### config.mk
export PLATFORM = sky130hd
export DESIGN_NAME = fas16_arbiter
export DESIGN_NICKNAME = d
export VERILOG_FILES = /design/src/rtl/fas16_arbiter.sv
export SDC_FILE = /design/constraint.sdc
export NUM_CORES = 1
export LEC_CHECK = 0
export ABC_AREA = 0
export ABC_CLOCK_PERIOD_IN_PS = 3000
export CORE_ASPECT_RATIO = 1.4
export CORE_MARGIN = 3
export CORE_UTILIZATION = 45
export CTS_CLUSTER_SIZE = 10
export DETAILED_ROUTE_END_ITERATION = 6
export HOLD_SLACK_MARGIN = 0.06
export PLACE_DENSITY = 0.87
export SYNTH_ARGS = -nofsm -noshare
export SYNTH_HDL_FRONTEND = slang
export SYNTH_SLANG_ARGS = --single-unit
### constraint.sdc
create_clock -name CLK -period 3 [get_ports CLK]
set_input_delay 0.3 -clock CLK [delete_from_list [all_inputs] [get_ports CLK]]
set_output_delay 0.3 -clock CLK [all_outputs]
set_load 0.03 [all_outputs]
### src/rtl/fas16_arbiter.sv
// Two-client round-robin arbiter/sequencer for one shared my_FAS_16 adder.
// A grant registers operands onto FAS_*, and the FAS_R result is captured one cycle later.

module fas16_slot #(
  parameter int WIDTH = 16
) (
  input  logic             gclk,
  input  logic             grst_n,
  input  logic             cap,
  input  logic [WIDTH-1:0] fas_r,
  output logic             ack,
  output logic [WIDTH-1:0] r
);
  // ack follows cap by one edge, so it is high for the DONE cycle only
  always_ff @(posedge gclk or negedge grst_n) begin
    if (!grst_n) begin
      ack <= 1'b0;
      r   <= '0;
    end else begin
      ack <= cap;
      if (cap) r <= fas_r;
    end
  end
endmodule

module fas16_arbiter #(
  parameter int WIDTH = 16
) (
  input  logic             CLK,
  input  logic             RST_N,
  input  logic             REQ0,
  input  logic             REQ1,
  input  logic             SUB0,
  input  logic             SUB1,
  input  logic [WIDTH-1:0] A0,
  input  logic [WIDTH-1:0] A1,
  input  logic [WIDTH-1:0] B0,
  input  logic [WIDTH-1:0] B1,
  output logic             ACK0,
  output logic             ACK1,
  output logic [WIDTH-1:0] R0,
  output logic [WIDTH-1:0] R1,
  output logic             FAS_SUB,
  output logic [WIDTH-1:0] FAS_A,
  output logic [WIDTH-1:0] FAS_B,
  input  logic [WIDTH-1:0] FAS_R,
  output logic             BUSY
);
  typedef enum logic [1:0] {IDLE, EXEC, DONE} state_t;
  typedef struct packed {
    logic             sub;
    logic [WIDTH-1:0] a;
    logic [WIDTH-1:0] b;
  } op_t;

  state_t                      state;
  logic                        last, owner, gnt;
  op_t    [1:0]                req_op;
  logic   [1:0]                cap, ack;
  logic   [1:0][WIDTH-1:0]     r;

  assign req_op[0] = '{sub: SUB0, a: A0, b: B0};
  assign req_op[1] = '{sub: SUB1, a: A1, b: B1};

  // Client 1 wins if it is alone, or on a tie when client 0 was served last
  assign gnt  = REQ1 & (~REQ0 | ~last);
  assign BUSY = (state != IDLE);

  always_ff @(posedge CLK or negedge RST_N) begin
    if (!RST_N) begin
      state   <= IDLE;
      last    <= 1'b1;
      owner   <= 1'b0;
      FAS_SUB <= 1'b0;
      FAS_A   <= '0;
      FAS_B   <= '0;
    end else begin
      case (state)
        IDLE: if (REQ0 | REQ1) begin
          FAS_SUB <= req_op[gnt].sub;
          FAS_A   <= req_op[gnt].a;
          FAS_B   <= req_op[gnt].b;
          last    <= gnt;
          owner   <= gnt;
          state   <= EXEC;
        end
        EXEC:    state <= DONE;
        DONE:    state <= IDLE;
        default: state <= IDLE;
      endcase
    end
  end

  for (genvar i = 0; i < 2; i++) begin : g_slot
    assign cap[i] = (state == EXEC) && (owner == 1'(i));
    fas16_slot #(.WIDTH(WIDTH)) u_slot (
      .gclk   (CLK),
      .grst_n (RST_N),
      .cap    (cap[i]),
      .fas_r  (FAS_R),
      .ack    (ack[i]),
      .r      (r[i])
    );
  end

  assign ACK0 = ack[0];
  assign ACK1 = ack[1];
  assign R0   = r[0];
  assign R1   = r[1];
endmodule

* Word-level counts from Yosys, hierarchy flattened
Index checks and enable logic that the tools add are counted. Widths: inputs -> output; s select.
Word-level totals: register bits after elaboration 71
Cells by class: $lt $le $gt $ge 1, equality and inequality tests 2, mux-type cells 4, bitwise logic cells 6, reduce and logical (&&, ||, !) cells 5
Operators with widths (number):
- $mux 33 | 2
- $pmux 2 s2 | 1
- $not 1->1 | 3
- $eq 2x1->1 const B | 1
- $logic_and 1x1->1 | 2
- $logic_not 2->1 | 1
- $lt 1x2->1 const B | 1
- $mux 2 | 1
- $ne 2x2->1 const B | 1
- $or 1x1->1 | 2
- $reduce_and 2->1 | 1
- $reduce_bool 2->1 | 1
- $and 1x1->1 | 1

* Depth between registers and ports, before layout
Gate-level depths: netlist of the first run.
depth in word-level cells 5, mapped depth 5

* Modules after synthesis
A second synthesis of the first run with hierarchy kept.
Unflattened totals: cells, all modules 192, area total of the unflattened synthesis 3400.8 um2
By module, submodules not included:
- fas16_arbiter | instances 1, cells an instance 122, area an instance 2052.0 um2, sequential area each 927.1 um2
- fas16_slot | instances 2, cells an instance 35, area an instance 674.4 um2, sequential area each 425.4 um2

* Worst setup path before layout of the first run
No wires, ideal clock.
path kind flip-flop to flip-flop, start point register state[1], end point register FAS_A[2], setup time 0.125 ns, arrival 1.456 ns, path slack 1.420 ns, stages on the path, launching flop included 6, clock period less this slack 1.580 ns, cell sequence dfrtp_1 or2_1 buf_2 nor2_8 buf_6 mux2_2
Between the ends: cells in the longest elaborated chain, start to end 2
Ends and longest elaborated chain:
- start, declared | RTL line 56 | state_t state;
- start signal, assigned | RTL line 71 | state <= IDLE;
- start signal, assigned | RTL line 85 | state <= EXEC;
- start signal, assigned | RTL line 87 | EXEC: state <= DONE;
- $logic_not 2->1 | RTL line 78 | case (state)
- $reduce_and 2->1 (no source line)
- end signal, assigned | RTL line 81 | FAS_A <= req_op[gnt].a;
- end, declared | RTL line 44 | output logic [WIDTH-1:0] FAS_A,
No other way between the ends. A chain may end at the register's enable or synchronous reset.

* Worst setup path after layout of the first run
start point register state[1], end point output BUSY
Between the ends: cells in the longest elaborated chain, start to end 1
Ends and longest elaborated chain:
- $reduce_bool 2->1 | RTL line 67 | assign BUSY = (state != IDLE);
- end, declared | RTL line 47 | output logic BUSY
No other way between the ends.

==> flow_metrics.tcl, run 1 <==
set metrics [dict create \
    outcome "finished, final reports clean" \
    fin_cells 445 \
    cts_hold_buf 0 \
    fin_util 0.7169 \
    synth_top_area_cell "dfrtp_1" \
    post-route-period-util 0.6787 \
    tns_ns 0 \
    hold_class "in -> async" \
    drc_errors 0 \
    area_growth_pct 53.31 \
    die-area_sq_um 8428 \
    grt_pass1_vias 2250 \
    p_per_area_nw_per_um2 1138 \
    antenna_cells 0 \
    placement.io_buffers 153 \
    r2r_cells 3 \
    clkSlewWorstSetupHoldPaths_ns 0.08 \
    drt_iter0_markers 33 \
    cts_htree_levels 3 \
    setup_slack_ns 0.9640 \
    post_cts_buffers 0 \
    fmax_mhz 491.2 \
    dp_slack_ns 0.9458 \
    syn_area_sq_um 3307 \
    cts_buffer_depth 2 \
    critPathLaunchType "flop" \
    max-slew-margin-rel 0.4153 \
    core_area_sq_um 7072 \
    finalHoldViolations 0 \
    dieHeight_um 107.4 \
    setup_viol 0 \
    crit_path_max_incr_delay_ns 0.74 \
    tightest_slew_ns 0.8731 \
    r2r_start "state[1]" \
    ant_nets 0 \
    synth_fp_nets 278 \
    grt_max_degree 72 \
    period_needed_ns 2.036 \
    fin_skew_ns 0.008243 \
    via_per_inst 4.706 \
    dr.pass1.iters 6 \
    gp_congestion 0.7224 \
    slew_violations 0 \
    cap_violations 0 \
    critPathBufInv 1 \
    initial_utilization 0.4676 \
    yosys_warnings 0 \
    r2r_slack_ns 1.11 \
    drive_above_1_share 0.3286 \
    synth_cell_types 19 \
    critPathArrivalTime_ns 1.74 \
    antenna_found_initial 0 \
    synthTopCellsByArea "dfrtp_1 53%, mux2_4 25%, mux2_2 13%, buf_12 1.8%, mux2_1 1.7%" \
    ys_seq_elements 71 \
    grt_overflow 0 \
    dpl.hpwl_um 5382 \
    cts_tree "done" \
    grt_pass1_wl_um 11240 \
    die_w_um 78.45 \
    synth_top_area_frac 0.5297 \
    r2r-end "FAS_A[0]" \
    vias 2094 \
    dp.cells 430 \
    post_drt_wl_per_cell_um 15.74 \
    post_cts_resize_count 0 \
    cts_made_buffers 9 \
    crit_required_ns 2.70 \
    seq_area_frac_synth 0.5376 \
    wl_um 7006 \
    crit_chain "or2_1, clkdlybuf4s50_1" \
    avgSynthCellArea_sq_um 17.22 \
    placementRows 36 \
    p_leak_uw 0.002207 \
    critical-path-top-delay-family "buffers and inverters" \
    worstSetupPathType "reg -> out" \
    root_buffer "clkbuf_8" \
    rsz0062_at_grt "false" \
    syn_inst 192 \
    worstSetupEndpointType "primary output" \
    crit_path_max_fanout 6 \
    ios 154 \
    peakVddDrop_mv 0.7281 \
    grt_usage 0.1727 \
    fin_nets 432 \
    clk_latency_ns 0.33 \
    cpMaxStageDelayCell "clkdlybuf4s50_1" \
    clock_sinks 71 \
]
[placed cells by master (no fill, tap or decap)]
master             n
o21ai_0            2
o31ai_1            2
nor2_8             1
mux2_4            56
clkinvlp_4         3
inv_1              1
nor2_1             1
nand2_1            1
dfrtp_1           70
or2_1              1
clkdlybuf4s50_1  152
clkbuf_8          10
buf_4              1
dfstp_2            1
bufinv_16          2
nor2b_2            2
mux2_2            37
a21bo_2            1
mux2_1             5
buf_12             1
[worst register-to-register path: stages (launching register included)]
cell and delay (ns):
dfrtp_1 0.39, or2_1 0.34, nor2_8 0.63, mux2_2 0.42
[cell usage after synthesis]
| library cell | count |
|---|---|
| dfrtp_1 | 70 |
| mux2_4 | 56 |
| mux2_2 | 37 |
| mux2_1 | 5 |
| buf_6 | 4 |
| buf_12 | 3 |
| buf_2 | 3 |
| o21ai_0 | 2 |
| o31ai_1 | 2 |
| a21bo_1 | 1 |
| buf_4 | 1 |
| dfstp_2 | 1 |
| inv_1 | 1 |
| nand2_1 | 1 |
| nor2_1 | 1 |
| nor2_8 | 1 |
| nor2b_1 | 1 |
| nor2b_2 | 1 |
| or2_1 | 1 |
[metal layers]
metal  track usage  part of all wire  vias up
li1              -                 -      990
met1        0.2007              0.38     1007
met2        0.3064              0.54       94
met3       0.05193             0.074        3
met4       0.04875            0.0033        0
met5             0                 0        -
[stage by stage]
step                      hold WS (ns)  power, uW  instance area [sq um]
after global routing            0.1463       6058                   5070
after detailed placement        0.4419       4999                   4850
after floorplan               0.004409       3773                   3307
after global placement          0.4318       4925                   4850
after CTS                       0.1062       5843                   5070
final                          0.07624       5769                   5070
[layout make-up]
cell class | count | area [sq um]
repair buffers | 154 | 1549
clock inverters | 5 | 82.58
inverters | 1 | 3.754
well taps | 95 | 118.9
multi-input cells | 109 | 1400
fillers | 495 | 2002
flip-flops and latches | 71 | 1778
clock buffers | 10 | 137.6
[power by group]
| part | switching, uW | internal (uW) |
|---|---|---|
| clock | 337 | 486 |
| sequential | 270 | 1460 |
| combinational | 1590 | 1630 |
| total | 2200 | 3570 |
[worst max path at each step]
stage	end	from	slack, ns	cells after the start
2_1_floorplan	FAS_A[2]	state[1]	1.42	5
3_3_place_gp	FAS_A[2]	REQ0	0.97	4
3_5_place_dp	FAS_A[0]	REQ0	0.95	4
4_1_cts	BUSY	state[1]	0.94	2
5_1_grt	BUSY	state[1]	0.88	2
6_report	BUSY	state[1]	0.96	2
[sequential cells by signal, summed over array words and instances, names as in the netlist]
name	cells
FAS_A	16
FAS_B	16
FAS_SUB	1
g_slot.u_slot.ack	2
g_slot.u_slot.r	32
last	1
owner	1
state	2
[cells by family after synthesis]
group,Yosys count,share of synthesized area
flip-flops,71,0.5376
AO/OA/AOI/OAI,5,0.01059
buffers and inverters,12,0.03973
multiplexers,98,0.3973
AND/OR/NAND/NOR,6,0.01476
Power figures use the tool's default switching activity.
==> inputs of run 2 (changes only) <==
--- a/config.mk
+++ b/config.mk
@@ -6,14 +6,14 @@
 export NUM_CORES = 1
 export LEC_CHECK = 0
 export ABC_AREA = 0
-export ABC_CLOCK_PERIOD_IN_PS = 3000
+export ABC_CLOCK_PERIOD_IN_PS = 1710
 export CORE_ASPECT_RATIO = 1.4
 export CORE_MARGIN = 3
-export CORE_UTILIZATION = 45
+export CORE_UTILIZATION = 37
 export CTS_CLUSTER_SIZE = 10
 export DETAILED_ROUTE_END_ITERATION = 6
 export HOLD_SLACK_MARGIN = 0.06
-export PLACE_DENSITY = 0.87
+export PLACE_DENSITY = 0.76
 export SYNTH_ARGS = -nofsm -noshare
 export SYNTH_HDL_FRONTEND = slang
 export SYNTH_SLANG_ARGS = --single-unit
==> constraint.sdc (replaced) <==
create_clock -name CLK -period 1.71 [get_ports CLK]
set_input_delay 0.171 -clock CLK [delete_from_list [all_inputs] [get_ports CLK]]
set_output_delay 0.171 -clock CLK [all_outputs]
set_load 0.03 [all_outputs]
==> run 2 against run 1 <==
Clock-buffer cell count stayed put. Combinational power is 83% higher. Via count increased by 3.6%. Flip-flop and latch count did not move. Final area increased by 5.0%. Core utilization fell by 10 points. Register-to-register slack lost 1.0 ns. Highest routed layer unchanged.
==> flow_metrics.tcl, run 2 (synthesis gave the netlist of run 1 again) <==
set metrics [dict create \
    cap_violations 0 \
    grt_pass1_vias 2529 \
    grt_usage 0.1570 \
    r2r-end "FAS_B[14]" \
    setup_viol 0 \
    critical-path-top-delay-family "multiplexers" \
    vias 2169 \
    grt_pass1_wl_um 12420 \
    regMostFlops "g_slot.u_slot.r" \
    fin_cells 468 \
    total_power_uw 10730 \
    setup_slack_ns 0.07322 \
    p_per_area_nw_per_um2 2016 \
    dp.cells 451 \
    cpMaxStageDelayCell "dfstp_2" \
    crit_chain "a21bo_4, buf_12, mux2_2, mux2_2" \
    tightest_slew_ns 0.5645 \
    grt_max_degree 37 \
    critPathLaunchType "flop" \
    crit_required_ns 1.91 \
    grt_overflow 0 \
    r2r_cells 4 \
    drt_iter0_markers 35 \
    dieHeight_um 117.9 \
    rsz0062_at_grt "false" \
    r2r_start "last" \
    ant_nets 0 \
    fillers 700 \
    ios 154 \
    clkSlewWorstSetupHoldPaths_ns 0.06 \
    p_leak_uw 0.002335 \
    antenna_cells 0 \
    dr.pass1.iters 2 \
    worstSetupEndpointType "flop" \
    multiInputGateArea_sq_um 1406 \
    worstSetupPathType "reg -> reg" \
    fmax_mhz 611.0 \
    cts_htree_levels 3 \
    period_needed_ns 1.637 \
    placed_area_sq_um 5007 \
    via_per_inst 4.635 \
    r2r_slack_ns 0.07 \
    fin_skew_ns 0.006330 \
    finalHoldViolations 0 \
    regArea_sq_um 1778 \
    cp_common_cell "mux2_2" \
    clk_latency_ns 0.32 \
    slew_violations 0 \
    die-area_sq_um 10120 \
    antenna_found_initial 0 \
    area_growth_pct 60.92 \
    largest_reg_flops 32 \
    cts_made_buffers 9 \
    dpl.hpwl_um 5820 \
    hold_class "in -> async" \
    die_w_um 85.90 \
    layout_commonest_cell "clkdlybuf4s50_1" \
    initial_utilization 0.3819 \
    crit_path_max_fanout 13 \
    outcome "finished, final reports clean" \
    drc_errors 0 \
    peakVddDrop_mv 1.121 \
    reg.largest.list "g_slot.u_slot.r: 32 flops, FAS_A: 16 flops, FAS_B: 16 flops" \
    tns_ns 0 \
    gp_congestion 0.7093 \
    fin_nets 444 \
    critPathBufInv 1 \
    fin_area_sq_um 5321 \
    clock_sinks 71 \
    root_buffer "clkbuf_16" \
    post-route-period-util 0.9572 \
    final_cell_mix "151 x clkdlybuf4s50_1, 70 x dfrtp_1, 56 x mux2_4, 37 x mux2_2, 9 x clkbuf_16" \
    wl_um 7407 \
    post_drt_wl_per_cell_um 15.83 \
    dp_slack_ns -0.1439 \
    cts_buffer_depth 2 \
    placementRows 40 \
    critPathArrivalTime_ns 1.84 \
    placement.io_buffers 153 \
    crit_path_max_incr_delay_ns 0.54 \
    core_area_sq_um 8658 \
    max-slew-margin-rel 0.6223 \
    drive_above_1_share 0.3471 \
    cts_tree "done" \
]
[run 2: worst register-to-register path, stage by stage (launching register included)]
cell and delay [ns]:
dfstp_2 0.54, a21bo_4 0.20, buf_12 0.17, mux2_2 0.35, mux2_2 0.26
[run 2: layer usage]
metal,track usage,wire length (um)
met5,0,0
met1,0.1724,2765
met4,0.06337,139
met3,0.03852,572
met2,0.2819,3929
[run 2: area by class of cell]
class,count,area share
sequential,71,0.3341
timing repair buffer,166,0.3200
multi-input combinational,109,0.2643
clock buffer,10,0.04303
tap,105,0.02469
clock inverter,6,0.01317
inverter,1,0.0007054
[run 2: worst max path at each step]
stage,cells after the start,slack (ns),startpoint,endpoint
detailed placement,5,-0.14,REQ0,FAS_B[14]
global placement,5,-0.1,REQ1,FAS_B[0]
floorplan,5,0.13,state[1],FAS_A[2]
finish,4,0.07,last,FAS_B[14]
CTS,2,0.06,state[1],BUSY
global route,2,0.008,state[1],BUSY
[run 2: where the power goes]
part / total (uW) / switching [uW] / leakage, uW / internal (uW)
registers: 3030 / 471 / 0.000834 / 2560
logic: 5880 / 2840 / 0.00135 / 3030
clock network: 1820 / 682 / 0.000147 / 1140
total: 10700 / 4000 / 0.00233 / 6730
[run 2: per-stage QoR]
stage,hold WS [ns],util
2_1_floorplan,-0.1246,-
3_3_place_gp,0.1426,0.5783
3_5_place_dp,0.1550,0.5783
4_1_cts,0.3464,0.6146
5_1_grt,0.3716,0.6146
6_report,0.3380,0.6146
[run 2: timing repair]
item	4_1_cts	5_1_grt
endpoints found under the setup margin	2	0
hold buffers	1	0
resized for setup	2	0
setup buffers	0	0
endpoints found under the hold margin	35	0
